<file path="src/rtl/lfsr_multi_screen_gen.sv">
// Puzzle-screen generator: a free-running Galois LFSR fills N_SCREENS symbols on each accepted press,
// then picks a main screen. The new set is published atomically, with a one-cycle screen_done.
module lfsr_multi_screen_gen #(
   parameter int                N_SCREENS = 4,
   parameter int                SYM_W     = 2,
   parameter int                LFSR_W    = 16,
   parameter logic [LFSR_W-1:0] TAPS      = 16'hB400,
   parameter logic [LFSR_W-1:0] SEED      = 16'hACE1,
   parameter int                UNIQUE    = 0,
   parameter int                RETRY_MAX = 8,
   localparam int               IDX_W     = $clog2(N_SCREENS)
) (
   input  logic                       clk,
   input  logic                       rst,
   input  logic                       button,
   output logic [N_SCREENS*SYM_W-1:0] screens,
   output logic [SYM_W-1:0]           main,
   output logic [IDX_W-1:0]           main_idx,
   output logic                       busy,
   output logic                       screen_done
);

   localparam int                RTY_W     = (RETRY_MAX < 1) ? 1 : $clog2(RETRY_MAX + 1);
   localparam int                N_SYMS    = 1 << SYM_W;
   localparam int                IDX_W1    = IDX_W + 1;
   localparam logic [LFSR_W-1:0] SEED_NZ   = (SEED == '0) ? LFSR_W'(1) : SEED;
   localparam logic [IDX_W-1:0]  LAST_SLOT = IDX_W'(N_SCREENS - 1);
   localparam logic [RTY_W-1:0]  RTY_LIM   = RTY_W'(RETRY_MAX);
   localparam logic [IDX_W:0]    N_LIM     = IDX_W1'(N_SCREENS);

   typedef enum logic [1:0] {
      S_IDLE = 2'd0,
      S_GEN  = 2'd1,
      S_PICK = 2'd2,
      S_DONE = 2'd3
   } state_t;

   state_t                     state_q, state_d;
   logic [LFSR_W-1:0]          lfsr_q, lfsr_d;
   logic                       sync1_q, sync_q, sync_dly_q;
   logic [IDX_W-1:0]           slot_q, slot_d;
   logic [RTY_W-1:0]           rty_q, rty_d;
   logic [SYM_W-1:0]           shadow_q [N_SCREENS];
   logic [SYM_W-1:0]           shadow_d [N_SCREENS];
   logic [N_SCREENS*SYM_W-1:0] screens_q, screens_d;
   logic [SYM_W-1:0]           main_q, main_d;
   logic [IDX_W-1:0]           main_idx_q, main_idx_d;
   logic                       busy_q, busy_d;
   logic                       done_q, done_d;

   logic                       press_s;
   logic [SYM_W-1:0]           draw_s;
   logic [SYM_W-1:0]           free_s;
   logic [N_SYMS-1:0]          used_s;
   logic                       dup_s;
   logic [IDX_W-1:0]           pick_s;
   logic                       pick_ok_s;
   logic [IDX_W-1:0]           pick_sel_s;

   assign press_s    = sync_q & ~sync_dly_q;
   assign draw_s     = lfsr_q[SYM_W-1:0];
   assign pick_s     = lfsr_q[IDX_W-1:0];
   assign pick_ok_s  = ({1'b0, pick_s} < N_LIM);
   assign pick_sel_s = pick_ok_s ? pick_s : '0;

   // LFSR next state; an all-zero state can never advance, so it reloads the seed
   always_comb begin
      if (lfsr_q == '0) begin
         lfsr_d = SEED_NZ;
      end else if (lfsr_q[0]) begin
         lfsr_d = (lfsr_q >> 1) ^ TAPS;
      end else begin
         lfsr_d = lfsr_q >> 1;
      end
   end

   // Symbols already placed this run, duplicate flag and smallest free symbol
   always_comb begin
      used_s = '0;
      for (int i = 0; i < N_SCREENS; i++) begin
         used_s = used_s | ((IDX_W'(i) < slot_q) ? (N_SYMS'(1) << shadow_q[i]) : '0);
      end
      dup_s  = used_s[draw_s];
      free_s = '0;
      for (int k = N_SYMS - 1; k >= 0; k--) begin
         free_s = used_s[k] ? free_s : SYM_W'(k);
      end
   end

   // Generation FSM: next state, shadow fill and publish of the finished set
   always_comb begin
      state_d    = state_q;
      slot_d     = slot_q;
      rty_d      = rty_q;
      shadow_d   = shadow_q;
      screens_d  = screens_q;
      main_d     = main_q;
      main_idx_d = main_idx_q;
      busy_d     = busy_q;
      done_d     = 1'b0;
      case (state_q)
         S_IDLE: begin
            if (press_s) begin
               state_d = S_GEN;
               slot_d  = '0;
               rty_d   = '0;
               busy_d  = 1'b1;
            end else begin
               state_d = S_IDLE;
            end
         end
         S_GEN: begin
            if ((UNIQUE == 0) || !dup_s || (rty_q == RTY_LIM)) begin
               shadow_d[slot_q] = ((UNIQUE != 0) && dup_s) ? free_s : draw_s;
               rty_d            = '0;
               if (slot_q == LAST_SLOT) begin
                  state_d = S_PICK;
               end else begin
                  slot_d = slot_q + 1'b1;
               end
            end else begin
               rty_d = rty_q + 1'b1;
            end
         end
         S_PICK: begin
            if (pick_ok_s || (rty_q == RTY_LIM)) begin
               for (int i = 0; i < N_SCREENS; i++) begin
                  screens_d[i*SYM_W +: SYM_W] = shadow_q[i];
               end
               main_d     = shadow_q[pick_sel_s];
               main_idx_d = pick_sel_s;
               done_d     = 1'b1;
               busy_d     = 1'b0;
               rty_d      = '0;
               state_d    = S_DONE;
            end else begin
               rty_d = rty_q + 1'b1;
            end
         end
         S_DONE: begin
            state_d = S_IDLE;
         end
         default: begin
            state_d = S_IDLE;
         end
      endcase
   end

   // Free-running LFSR and button synchroniser with edge-detect delay flop
   always_ff @(posedge clk or negedge rst) begin
      if (!rst) begin
         lfsr_q     <= SEED_NZ;
         sync1_q    <= 1'b0;
         sync_q     <= 1'b0;
         sync_dly_q <= 1'b0;
      end else begin
         lfsr_q     <= lfsr_d;
         sync1_q    <= button;
         sync_q     <= sync1_q;
         sync_dly_q <= sync_q;
      end
   end

   // FSM state, shadow set and registered outputs
   always_ff @(posedge clk or negedge rst) begin
      if (!rst) begin
         state_q    <= S_IDLE;
         slot_q     <= '0;
         rty_q      <= '0;
         screens_q  <= '0;
         main_q     <= '0;
         main_idx_q <= '0;
         busy_q     <= 1'b0;
         done_q     <= 1'b0;
         for (int i = 0; i < N_SCREENS; i++) begin
            shadow_q[i] <= '0;
         end
      end else begin
         state_q    <= state_d;
         slot_q     <= slot_d;
         rty_q      <= rty_d;
         screens_q  <= screens_d;
         main_q     <= main_d;
         main_idx_q <= main_idx_d;
         busy_q     <= busy_d;
         done_q     <= done_d;
         for (int i = 0; i < N_SCREENS; i++) begin
            shadow_q[i] <= shadow_d[i];
         end
      end
   end

   assign screens     = screens_q;
   assign main        = main_q;
   assign main_idx    = main_idx_q;
   assign busy        = busy_q;
   assign screen_done = done_q;

endmodule
</file>
<file path="config.mk">
export PLATFORM = sky130hd
export DESIGN_NAME = lfsr_multi_screen_gen
export DESIGN_NICKNAME = d
export VERILOG_FILES = /design/src/rtl/lfsr_multi_screen_gen.sv
export SDC_FILE = /design/constraint.sdc
export NUM_CORES = 1
export LEC_CHECK = 0
export ABC_AREA = 1
export ABC_CLOCK_PERIOD_IN_PS = 2000
export CORE_MARGIN = 3
export CORE_UTILIZATION = 45
export CTS_CLUSTER_DIAMETER = 200
export DETAILED_ROUTE_END_ITERATION = 16
export PLACE_DENSITY = 0.69
export SETUP_SLACK_MARGIN = 0.05
export SLEW_MARGIN = 20
export SYNTH_ARGS = -nofsm -noshare
export SYNTH_HDL_FRONTEND = slang
export SYNTH_SLANG_ARGS = --single-unit
export TNS_END_PERCENT = 10
</file>
<file path="constraint.sdc">
create_clock -name clk -period 2 [get_ports clk]
set_clock_uncertainty 0.1 [all_clocks]
set_input_delay 0.4 -clock clk [delete_from_list [all_inputs] [get_ports clk]]
set_output_delay 0.4 -clock clk [all_outputs]
set_load 0.02 [all_outputs]
</file>
Word level (Yosys, flattened, before mapping)

Cells that the tools add are included.

Register bits after elaboration: 45
Input bits: 3

Bitwise gates (word level): 5
Multiplexer cells: 17
Equality and inequality tests: 7
Magnitude comparators: 3
Reductions and logical operators: 7
$add $sub $neg: 1

Operators with widths:

| cell                  | count |
|---|---|
| $mux W16              | 2 |
| $logic_not A16 Y1     | 1 |
| $mux W2               | 6 |
| $bwmux W8             | 1 |
| $pmux W2 S4           | 1 |
| $eq A2 B2 Y1 const B  | 3 |
| $ge A3 B3 Y1 const B  | 2 |
| $ne A2 B2 Y1 const B  | 3 |
| $not A2 Y3            | 2 |
| $bmux W2 S2           | 1 |
| $demux W2 S2          | 1 |
| $not A3 Y4            | 1 |
| $pmux W2 S2           | 1 |
| $reduce_bool A2 Y1    | 2 |
| $lt A3 B1 Y1 const B  | 1 |
| $mux W1               | 3 |
| $reduce_and A3 Y1     | 1 |
| $add A2 B1 Y2 const B | 1 |
| $eq A2 B1 Y1 const B  | 1 |
| $logic_not A2 Y1      | 1 |
| $pmux W1 S2           | 1 |
| $reduce_and A2 Y1     | 1 |
| $and A1 B1 Y1         | 1 |
| $logic_and A1 B1 Y1   | 1 |
| $not A1 Y1            | 1 |

Depth between registers and ports, before layout

Gate-level depths: netlist of the first run.

Depth after elaboration: 6
Depth in mapped cells: 8
Mapped depth without buffers: 7

Worst setup path before layout of the first run

OpenSTA, ideal clock, no wires.

Path type: register to register
Start: reg state_q[1]
End: reg state_q[0]
Setup time: 0.119 ns
Cell stages (with the launch flop): 7
Data arrival time: 1.140 ns
Period minus slack after synthesis: 1.359 ns
Path buffers: 0
Slack: 0.641 ns
Path through: dfrtp_1 inv_1 ha_1 inv_2 or2_4 nand2_2 o21ai_2

Longest elaborated chain between the ends: 2
Elaborated cells between the ends (all ways): 6
Those cells by class: eq/ne (4); mux (1); reduce/logical (1)

Ends and longest elaborated chain:

| item                                        | RTL line | source |
|---|---|---|
| from (decl)                                 | 38       | `state_t state_q, state_d;` |
| from (signal assigned)                      | 179      | `state_q <= state_d;` |
| $eq A2 B2 Y1, or another cell as far along  | 101      | `case (state_q)` |
| $pmux W2 S4 or $ne A2 B2 Y1 (tied branches) | n/a      |  |

Parallel ways exist; a longest one is shown, timed or not.
A chain may end at the register's enable or synchronous reset.

Final worst setup path of the first run

Start: reg screens_q[5], in the netlist screens[5]
End: out screens[5]

RTL lines:

| item                   | RTL line | source |
|---|---|---|
| from (decl)            | 45       | `logic [N_SCREENS*SYM_W-1:0] screens_q, screens_d;` |
| from (signal assigned) | 182      | `screens_q <= screens_d;` |
| to (decl)              | 16       | `output logic [N_SCREENS*SYM_W-1:0] screens,` |

No word-level cell between the ends.

==> impl_metrics.ini, run 1 <==
[drt]
drc_errors = 0
postRouteAntennaNets = 0
drt_wl_total_mm = 2.948
drt-initial-drc-count = 61
wl_per_cell_um = 11.70
drt_pass1_iterations = 4
dr_total_vias = 1193
viasPerCell = 4.734

[clock_tree]
htree_num_levels = 2
cts_tree = built
insertion_delay_ps = 300
cts_made_buffers = 5
cts_root_buf = clkbuf_8
ctsHoldBuffers = 0
cts_setup_buffers = 0
clk_pin_slew_ps = 80
clock_path_buffers = 2
clock-sinks = 45
cts_resized = 0

[synthesis]
netlist_area_um2 = 1844
synth_area_per_cell_um2 = 9.758
synth_cell_types = 20
yosysWarnings = 0
async_reset_ff_share_pct = 100.0
ys_seq_area_share_pct = 61.60
synth_ff_type = dfrtp_1
synth_fp_nets = 199
synthCells = 189
ys_ff_latch = 45
synth-edff-count = 0

[setup_path]
rrSetupSlack_ps = 530
worst_path_dominant_cell_family = buffers and inverters
rr_worst_depth = 6
critPathKind = flop to output pin
slowest_delay_ps = 600
critPathRequiredTime_ps = 1500
arrival_ps = 1250
cp-start-kind = flop
endpoint_kind = output pin
worstPathBufferInverterCount = 1
critPathSlowestCell = clkdlybuf4s50_1
worst-path-max-fanout = 2
worstPathCellList = clkdlybuf4s50_1
cp.depth = 1

[status]
status = finished clean

[pwr]
power_mw = 2.925
p_per_area_nw_per_um2 = 1361
leakagePower_nw = 1.028
peakVddDrop_v = 0.0006294

[final_layout]
layout_common_cells = nand2_1 (54), dfrtp_1 (37), inv_1 (20)
drive_above_1_share_pct = 14.71
postLayoutCoreUtil_pct = 56.59
antenna_cells = 0
fin_cells = 252
syn_to_final_growth_pct = 16.55
layout.nets = 213
final_common_cell = nand2_1

[die]
die_w_um = 70.02
core_area_um2 = 3799
rows = 22
dieHeight_um = 70.02
ios = 17
start_util_pct = 48.55
die_area_um2 = 4903

[place]
port_buffers = 16
place_inst = 244
dp.final_hpwl_mm = 2.079
gp_congestion = 0.7334

[timing]
fmax_mhz = 570.0
timing.final.crit_share_pct = 87.72
drv_slew = 0
period_minus_slack_ps = 1754
max-slew-margin-rel_pct = 64.20
setup_viol = 0
rsz0062_at_grt = false
worst_pin_slew_ps = 536.9
tns_ps = 0
hold_violations = 0

[global_routing]
grt_use_total_pct = 13.95
antenna_found_initial = 0
grt_pass1_wl_mm = 5.368
grt_pass1_vias = 1197
grt_max_degree = 46
grt-ovfl-total = 0

[job]
drv_cap = 0

[min_path]
hp-class = input port to async pin
## kinds of logic after synthesis
| logic type | count (synthesis) | synth area share [%] |
|---|---|---|
| AND/OR/NAND/NOR | 78 | 17.57 |
| buffers and inverters | 33 | 7.666 |
| adder cells (fa/ha/maj) | 7 | 4.749 |
| AO/OA/AOI/OAI | 23 | 6.988 |
| XOR/XNOR | 3 | 1.425 |
| flip-flops | 45 | 61.60 |
## power by group
group          switching, mW  internal [mW]  total, mW  leakage, nW
clock                  0.299          0.496      0.795       0.0681
combinational          0.538          0.390      0.928        0.412
sequential            0.0974           1.10       1.20        0.548
## final cells by class
type | count | area [um^2]
sequential | 45 | 1136
clock inverter | 3 | 65.06
tap | 48 | 60.06
timing repair buffer | 18 | 170.2
fill | 326 | 1649
clock buffer | 5 | 68.82
multi-input combinational | 111 | 566.8
inverter | 22 | 82.58
## synthesized netlist by cell type (all sizes together), types with 2 or more instances
library cell	count	area share, %
nand2	59	13
dfrtp	37	50
inv	22	4.5
o21ai	21	6.1
nor2	9	1.8
dfstp	8	11
nand3	8	2.2
clkbuf	7	1.4
ha	7	4.7
buf	4	1.8
xnor2	2	0.95
## metrics by stage
step                hold slack (ps)  cell area [um^2]  worst slack, ps
finish                        69.47              2150            245.6
detailed placement            249.2              2016            550.2
CTS                           82.23              2150            227.6
global placement              237.9              2016            574.2
floorplan                     4.409              1844            641.3
global route                  121.0              2150            185.2
## registers in the layout, indices dropped and copies added, names as in the netlist
| signal | cells |
|---|---|
| screen_done | 1 |
| lfsr_q | 16 |
| busy | 1 |
| main_idx | 2 |
| sync_q | 1 |
| sync_dly_q | 1 |
| main | 2 |
| sync1_q | 1 |
| slot_q | 2 |
| state_q | 2 |
| screens | 8 |
| shadow_q | 8 |
## routing by layer
metal	up-vias	wire length (um)	GRT usage, %	share of wire [%]
li1	599	-	-	-
met1	561	1338	17.40	45
met2	29	1409	21.51	48
met3	4	137	4.317	4.6
met4	0	61	7.660	2.1
met5	-	0	0	0
## worst paths after layout
kind | from | to
setup / recovery | screens[5] | screens[5]
hold / removal | rst | screens[4]
setup reg to reg | state_q[1] | slot_q[1]
hold reg to reg | sync1_q | sync_q
max in group asynchronous | rst | lfsr_q[6]
min in group clk | sync1_q | sync_q
No activity file was read; power rests on OpenSTA's default activity.
==> inputs of run 2 (changes only) <==
==> constraint.sdc (replaced) <==
create_clock -name clk -period 2 [get_ports clk]
set_clock_uncertainty 0.1 [all_clocks]
set_input_delay 0.4 -clock clk [delete_from_list [all_inputs] [get_ports clk]]
set_output_delay 0.4 -clock clk [all_outputs]
set_load 0.01 [all_outputs]
==> run 2 against run 1 <==
The flow now finishes with violations (hold timing). Clock power is 0.8% higher. Sequential power hardly changed. Clock-buffer cell count stayed put. Worst setup slack better by 54 ps. Total power is 1.4% lower. Combinational power is 6.4% lower. Wire length is 5.8% higher. Sequential share of layout area is 0.40 points lower. Sequential cell count stayed put. Critical path type unchanged. Largest cell class unchanged. Highest routed layer unchanged.
==> impl_metrics.ini, run 2 (synthesis gave the netlist of run 1 again) <==
[clock_tree]
insertion_delay_ps = 290
clk_pin_slew_ps = 90
cts_root_buf = clkbuf_8
ctsHoldBuffers = 0
clock_path_buffers = 2
htree_num_levels = 2
cts_tree = built
cts_setup_buffers = 0
cts_resized = 0
clock-sinks = 45
cts_made_buffers = 5

[place]
place_inst = 244
port_buffers = 16
dp.final_hpwl_mm = 2.297
gp_congestion = 0.7683

[pwr]
p_sw_share_pct = 30.61
power_switching_uw = 882.3
leakagePower_nw = 1.033
peakVddDrop_v = 0.0006298
internal_power_mw = 2.000
pwr-share-seq_pct = 42.1
pwr-share-clk_pct = 27.8
power_mw = 2.882
pwr-share-comb_pct = 30.1
p_per_area_nw_per_um2 = 1331

[final_layout]
fill_cells = 316
drive_above_1_share_pct = 14.71
final_common_cell = nand2_1
syn_to_final_growth_pct = 17.44
antenna_cells = 0
layout.nets = 213
layout_common_cells = nand2_1 (54), dfrtp_1 (37), inv_1 (20)
fin_cells = 252
regArea_um2 = 1136
largest_register_ffs = 16
top_register = lfsr_q
multi_input_area_um2 = 566.8

[setup_path]
worstPathBufferInverterCount = 1
slowest_delay_ps = 550
critPathSlowestCell = clkdlybuf4s50_1
critPathRequiredTime_ps = 1500
endpoint_kind = output pin
worst-path-max-fanout = 2
worst_path_dominant_cell_family = buffers and inverters
worstPathCellList = clkdlybuf4s50_1
cp-start-kind = flop
arrival_ps = 1200
critPathKind = flop to output pin

[global_routing]
grt_pass1_vias = 1216
antenna_found_initial = 0
grt_use_total_pct = 14.45
grt-ovfl-total = 0
grt_pass1_wl_mm = 5.554
grt_max_degree = 25

[timing]
timing.final.crit_share_pct = 85.02
tns_ps = 0
worst_pin_slew_ps = 561.9
hold_violations = 14
drv_slew = 0
whs_ps = -9.565
period_minus_slack_ps = 1700
rsz0062_at_grt = false
setup_viol = 0
max-slew-margin-rel_pct = 62.54
fmax_mhz = 588.1

[die]
ios = 17
rows = 22
start_util_pct = 48.55
die_area_um2 = 4903
die_w_um = 70.02
core_area_um2 = 3799
dieHeight_um = 70.02

[drt]
drt-initial-drc-count = 92
drc_errors = 0
drt_wl_total_mm = 3.120
drt_pass1_iterations = 4
wl_per_cell_um = 12.38
postRouteAntennaNets = 0
viasPerCell = 4.841
dr_total_vias = 1220

[min_path]
hp-class = input port to async pin

[status]
violations = hold timing
status = finished with violations

[job]
drv_cap = 0
-- run 2: cell count changes in the layout (fill, tap and decap cells not counted) --
cell,delta
buf_12,+1
clkinv_2,-1
inv_6,+1
buf_4,-1
-- run 2: area by class of cell --
cell class,count,share of cell area [%]
well taps,48,2.773
clock inverters,3,3.177
multi-input cells,111,26.17
flip-flops and latches,45,52.46
inverters,22,3.813
clock buffers,5,3.177
repair buffers,18,8.434
-- run 2: final timing paths --
path / startpoint / end / slack (ps) / depth (start not counted)
worst max register to register: state_q[1] / state_q[1] / 540 / 6
worst max-delay path: main_idx[0] / main_idx[0] / 300 / 1
max in group asynchronous: rst / lfsr_q[5] / 1210 / 2
min in group clk: sync1_q / sync_q / 260 / 0
worst min register to register: sync1_q / sync_q / 260 / 0
worst min-delay path: rst / main[1] / -10 / 1
-- run 2: through the flow --
stage	worst slack (ps)	instance area, um^2	utilization [%]
6_report	299.7	2166	57.02
5_1_grt	246.3	2166	57.02
3_3_place_gp	591.9	2028	53.39
3_5_place_dp	538.2	2028	53.39
4_1_cts	295.1	2166	57.02
2_1_floorplan	641.3	1844	-
-- run 2: power groups by stage --
stage,sequential (mW),combinational (mW),clock (mW)
2_1_floorplan,1.26,0.469,0
3_3_place_gp,1.22,0.828,0
3_5_place_dp,1.23,0.876,0
4_1_cts,1.21,0.879,0.824
5_1_grt,1.24,0.974,0.871
6_report,1.21,0.869,0.801
-- run 2: layer usage --
layer,vias up,GRT usage [%],wire [um]
met5,-,0,0
met4,0,7.021,25
met1,584,18.19,1446
li1,603,-,-
met3,2,3.165,129
met2,31,23.50,1519
==> inputs of run 3 (changes only) <==
--- a/config.mk
+++ b/config.mk
@@ -7,6 +7,7 @@
 export LEC_CHECK = 0
 export ABC_AREA = 1
 export ABC_CLOCK_PERIOD_IN_PS = 2000
+export CAP_MARGIN = 10
 export CORE_MARGIN = 3
 export CORE_UTILIZATION = 45
 export CTS_CLUSTER_DIAMETER = 200
==> results of run 3 <==
No change in the layout: final DEF, timing and power equal those of run 2.
